### config.mk
export PLATFORM = sky130hd
export DESIGN_NAME = regfile_wb_arbiter
export DESIGN_NICKNAME = d
export VERILOG_FILES = /design/src/rtl/regfile_wb_arbiter.sv
export SDC_FILE = /design/constraint.sdc
export NUM_CORES = 1
export LEC_CHECK = 0
export BUFFER_PORTS_ARGS = -buffer_cell sky130_fd_sc_hd__buf_2
export CORE_MARGIN = 2
export CORE_UTILIZATION = 43
export CTS_BUF_LIST = sky130_fd_sc_hd__clkbuf_8
export DETAILED_ROUTE_END_ITERATION = 8
export SLEW_MARGIN = 10
export SYNTH_ARGS = -nofsm -noshare
export SYNTH_HDL_FRONTEND = slang
export SYNTH_SLANG_ARGS = --single-unit
### constraint.sdc
create_clock -name clk -period 3.3 [get_ports clk]
set_input_delay 0.33 -clock clk [delete_from_list [all_inputs] [get_ports clk]]
set_output_delay 0.33 -clock clk [all_outputs]
set_load 0.005 [all_outputs]
### src/rtl/regfile_wb_arbiter.sv
// Write-side front end for the register file: merges the non-stallable ALU result
// stream with FIFO-buffered load results onto the single register-file write port.
module regfile_wb_arbiter #(
   parameter int N     = 64,
   parameter int R     = 32,
   parameter int ASIZE = $clog2(R),
   parameter int DEPTH = 4,
   localparam int CW   = $clog2(DEPTH)
) (
   input  logic             clk,
   input  logic             rst,
   input  logic             alu_valid,
   input  logic [ASIZE-1:0] alu_rd,
   input  logic [N-1:0]     alu_data,
   input  logic             ld_valid,
   input  logic [ASIZE-1:0] ld_rd,
   input  logic [N-1:0]     ld_data,
   output logic             ld_ready,
   input  logic [ASIZE-1:0] chk_id,
   output logic             chk_busy,
   output logic             wr,
   output logic [ASIZE-1:0] reg_id_w,
   output logic [N-1:0]     data_in,
   output logic [CW:0]      q_count
);

   localparam logic [CW:0] FULL_CNT = (CW+1)'(DEPTH);

   logic [DEPTH-1:0] live_q, live_d;
   logic [ASIZE-1:0] rd_q  [DEPTH];
   logic [N-1:0]     dat_q [DEPTH];
   logic [CW-1:0]    head_q, head_d, tail_q, tail_d;
   logic [CW:0]      count_q, count_d;
   logic             wr_q, wr_d;
   logic [ASIZE-1:0] id_q, id_d;
   logic [N-1:0]     wdata_q, wdata_d;
   logic             enq, deq;

   assign ld_ready = (count_q != FULL_CNT);
   assign enq      = ld_valid & ld_ready;
   assign deq      = ~alu_valid & (count_q != '0);

   always_comb begin
      live_d  = live_q;
      head_d  = head_q;
      tail_d  = tail_q;
      count_d = count_q;
      wr_d    = 1'b0;
      id_d    = id_q;
      wdata_d = wdata_q;
      // ALU result is younger than every queued load, so older loads to the same rd die
      if (alu_valid) begin
         wr_d    = 1'b1;
         id_d    = alu_rd;
         wdata_d = alu_data;
         for (int i = 0; i < DEPTH; i++) begin
            if (rd_q[i] == alu_rd) live_d[i] = 1'b0;
         end
      end else if (deq) begin
         wr_d           = live_q[head_q];
         id_d           = rd_q[head_q];
         wdata_d        = dat_q[head_q];
         live_d[head_q] = 1'b0;
         head_d         = head_q + CW'(1);
      end
      if (enq) begin
         live_d[tail_q] = 1'b1;
         tail_d         = tail_q + CW'(1);
      end
      case ({enq, deq})
         2'b10:   count_d = count_q + (CW+1)'(1);
         2'b01:   count_d = count_q - (CW+1)'(1);
         default: count_d = count_q;
      endcase
   end

   always_ff @(posedge clk or negedge rst) begin
      if (!rst) begin
         live_q  <= '0;
         head_q  <= '0;
         tail_q  <= '0;
         count_q <= '0;
         wr_q    <= 1'b0;
         id_q    <= '0;
         wdata_q <= '0;
      end else begin
         live_q  <= live_d;
         head_q  <= head_d;
         tail_q  <= tail_d;
         count_q <= count_d;
         wr_q    <= wr_d;
         id_q    <= id_d;
         wdata_q <= wdata_d;
      end
   end

   // Payload storage is qualified by live bits, so it needs no reset
   always_ff @(posedge clk) begin
      if (enq) begin
         rd_q[tail_q]  <= ld_rd;
         dat_q[tail_q] <= ld_data;
      end
   end

   always_comb begin
      chk_busy = wr_q & (id_q == chk_id);
      for (int i = 0; i < DEPTH; i++) begin
         if (live_q[i] && (rd_q[i] == chk_id)) chk_busy = 1'b1;
      end
   end

   assign wr       = wr_q;
   assign reg_id_w = id_q;
   assign data_in  = wdata_q;
   assign q_count  = count_q;

endmodule

==> flow_metrics.tcl <==
set metrics [dict create \
    die_x_um 187 \
    p_sw_mw 4.21 \
    r2r-start "q_count[1]$_DFFE_PN0P_" \
    drt_iter0_markers 388 \
    status "finished clean" \
    critPathBufInv 1 \
    finClkSkew_ps 29.2 \
    cts_tree "done" \
    max_stage_delay_ps 430 \
    path_delay_family "simple AND/OR/NAND/NOR gates" \
    fmax_ghz 0.448 \
    hold_path_depth 3 \
    yosysSeqAreaShare_pct 72.0 \
    whs_endpoint "data_in[34]$_DFFE_PN0P_" \
    cts_hold_buf 70 \
    dr.pass1.iters 6 \
    dp_slack_ps 999 \
    fin_crit_ps 2230 \
    reg2reg_to "q_count[2]$_DFFE_PN0P_" \
    worst_path_max_delay_cell "edfxtp_1" \
    synth.net_count 944 \
    rows 66 \
    cts_root_buf "clkbuf_8" \
    coreArea_um2 32700 \
    synth.yosys.warnings 0 \
    combinationalPowerShare_pct 26.4 \
    ys_ff_latch 357 \
    period_share_pct 67.6 \
    finalNetCount 1258 \
    cp_max_fo 3 \
    crit_path_end_kind "output pin" \
    rsz0062_at_grt "false" \
    design_area_um2 17800 \
    hp-start "alu_data[34]" \
    track_usage_pct 17.6 \
    grt_pass1_vias 8391 \
    overflow 0 \
    h-tree-depth 2 \
    p_leak_nw 6.94 \
    clk_pin_slew_ps 60 \
    finalHoldViolCount 0 \
    avgRoutedWirePerCell_um 19.1 \
    switching_share_pct 29.5 \
    drv_slew 0 \
    syn_to_final_growth_pct 24.3 \
    avgSynthCellArea_um2 18.2 \
    cts_resized 0 \
    ant_nets 0 \
    clockBufferDepth 3 \
    drive_gt1_share_pct 33.7 \
    slew_headroom_pct 39.7 \
    irDropWorstVdd_mv 0.401 \
    die_h_um 187 \
    power_frac_clock_pct 26.3 \
    worstSkewPairLatency_ps 590 \
    cp_data_arrival_time_ps 1900 \
    tightest_slew_ps 904 \
    antenna_found_initial 2 \
    initial_core_util_pct 43.8 \
    vias_per_cell 5.04 \
    r2r_setup_slack_ps 1120 \
    startpoint_type "flop" \
    min_path_type "in -> reg" \
    post_cts_buffers 0 \
    numCtsBuffers 57 \
    path_cells "xor2_1, nor4_1, and3_1, a31oi_1, nand4_1, buf_2" \
    numPortBuffers 221 \
    synth_area_um2 14300 \
    p_seq_share_pct 47.2 \
    final_util_pct 54.4 \
    hpwl_mm 18.5 \
    gp_congestion 0.783 \
    crit_type "reg -> out" \
    grt_pass1_wl_mm 47.7 \
    die_area_um2 34800 \
    syn_inst 787 \
    grt_max_degree 75 \
    setup_viol 0 \
    placed_area_um2 15900 \
    via_count 8019 \
    max_cap_viol_count 0 \
    fin_ws_ps 1070 \
    worstRegToRegCells 10 \
    worstPathRequired_ps 2970 \
    ys_types 31 \
    cts.sinks 357 \
    fin_tns_setup_ps 0 \
    internal-power_mw 10.1 \
    drc 0 \
    p_per_area_nw_per_um2 803 \
    ios 222 \
    routed_wl_mm 30.4 \
]
[cells in the mapped netlist]
cell type / instances / area share [%]
edfxtp_1: 276 / 58
dfrtp_1: 81 / 14
nor2_1: 68 / 1.8
mux2i_1: 65 / 4.5
mux4_2: 65 / 10
a21oi_1: 64 / 2.2
xor2_1: 38 / 2.3
clkbuf_1: 18 / 0.47
buf_2: 16 / 0.56
inv_1: 13 / 0.34
xnor2_1: 12 / 0.73
nor4_1: 10 / 0.44
ha_1: 9 / 0.79
buf_6: 7 / 0.55
a222oi_1: 5 / 0.35
and3_1: 5 / 0.22
buf_4: 5 / 0.26
mux4_1: 5 / 0.92
a21o_1: 4 / 0.21
a32oi_1: 4 / 0.24
nand3_1: 4 / 0.14
buf_1: 2 / 0.052
nand2_1: 2 / 0.052
o21ai_0: 2 / 0.070
a31oi_1: 1 / 0.044
and2_1: 1 / 0.044
buf_12: 1 / 0.14
fa_1: 1 / 0.14
nand2b_1: 1 / 0.044
nand4_1: 1 / 0.044
nor3_1: 1 / 0.035
[layer usage]
metal / share of wire [%] / track usage [%] / wire [um]
met5: 0.036 / 0 / 11
met1: 44 / 24.0 / 13500
met3: 5.2 / 3.65 / 1590
met2: 49 / 29.0 / 14800
met4: 1.8 / 4.61 / 558
[metrics by stage]
| stage | hold WS, ps | total power, mW | cells |
|---|---|---|---|
| floorplan | 34.4 | 9.20 | 787 |
| global placement | 492 | 10.6 | 1414 |
| detailed placement | 497 | 10.6 | 1414 |
| CTS | 1.43 | 14.5 | 1591 |
| global route | 18.5 | 15.1 | 1592 |
| finish | 43.8 | 14.3 | 1592 |
[power by group through the flow]
stage | logic (mW) | registers, mW | clock network [mW]
after global routing | 4.15 | 6.89 | 4.09
after global placement | 3.76 | 6.82 | 0
after floorplan | 2.55 | 6.65 | 0
after detailed placement | 3.79 | 6.85 | 0
after CTS | 3.88 | 6.77 | 3.88
final | 3.78 | 6.75 | 3.76
[worst reg2reg max path, cell delays in order, from the launching register on]
cell and delay, ps:
dfrtp_1 440, inv_1 140, nand3_1 190, and2_1 270, inv_1 70, ha_1 170, inv_1 60, fa_1 370
xor2_1 150, nor2_1 110, xor2_1 140
[how the worst max path moves through the flow]
stage	from	end	cells past startpoint
2_1_floorplan	q_count[0]$_DFFE_PN0P_	dat_q[0][0]$_DFFE_PP_	3
3_3_place_gp	alu_valid	data_in[36]$_DFFE_PN0P_	5
3_5_place_dp	alu_valid	data_in[22]$_DFFE_PN0P_	5
4_1_cts	rd_q[2][0]$_DFFE_PP_	chk_busy	6
5_1_grt	rd_q[2][3]$_DFFE_PP_	chk_busy	6
6_report	rd_q[2][3]$_DFFE_PP_	chk_busy	6
[layout make-up]
class | count | area, um2
inverters | 13 | 48.8
clock buffers | 70 | 963
fillers | 2720 | 14900
multi-input cells | 368 | 3700
repair buffers | 304 | 2000
diodes | 1 | 2.50
flip-flops and latches | 357 | 10300
clock inverters | 37 | 216
well taps | 442 | 553
[registers in the layout, indices dropped and copies added, names as in the netlist]
signal    flops
dat_q       256
data_in      64
head_q        2
live_q        4
q_count       3
rd_q         20
reg_id_w      5
tail_q        2
wr            1
[cells by family (layout without fill, tap and decap cells)]
kind of cell / Yosys count / in the layout / synth area share, %
flops: 357 / 357 / 72.0
mux: 135 / 135 / 15.7
simple gates: 93 / 93 / 2.80
compound gates: 80 / 80 / 3.15
buf+inv: 62 / 424 / 2.38
xor+xnor: 50 / 50 / 3.06
fa+ha+maj: 10 / 10 / 0.926
other cells: 0 / 1 / 0
[cells in the final DEF, fill, tap and decap left out, drive strengths merged]
| cell | n |
|---|---|
| bufinv | 2 |
| xor2 | 38 |
| nand2 | 2 |
| nor4 | 10 |
| dlygate4sd3 | 70 |
| diode | 1 |
| nand2b | 1 |
| a222oi | 5 |
| a21o | 4 |
| clkbuf | 70 |
| nor3 | 1 |
| inv | 38 |
| buf | 234 |
| nand4 | 1 |
| xnor2 | 12 |
| mux4 | 70 |
| clkinv | 9 |
| and2 | 1 |
| ha | 9 |
| clkinvlp | 1 |
| a32oi | 4 |
| edfxtp | 276 |
| o21ai | 2 |
| a31oi | 1 |
| and3 | 5 |
| nand3 | 4 |
| nor2 | 68 |
| mux2i | 65 |
| dfrtp | 81 |
| fa | 1 |
| a21oi | 64 |
No activity file was read; power rests on OpenSTA's default activity.
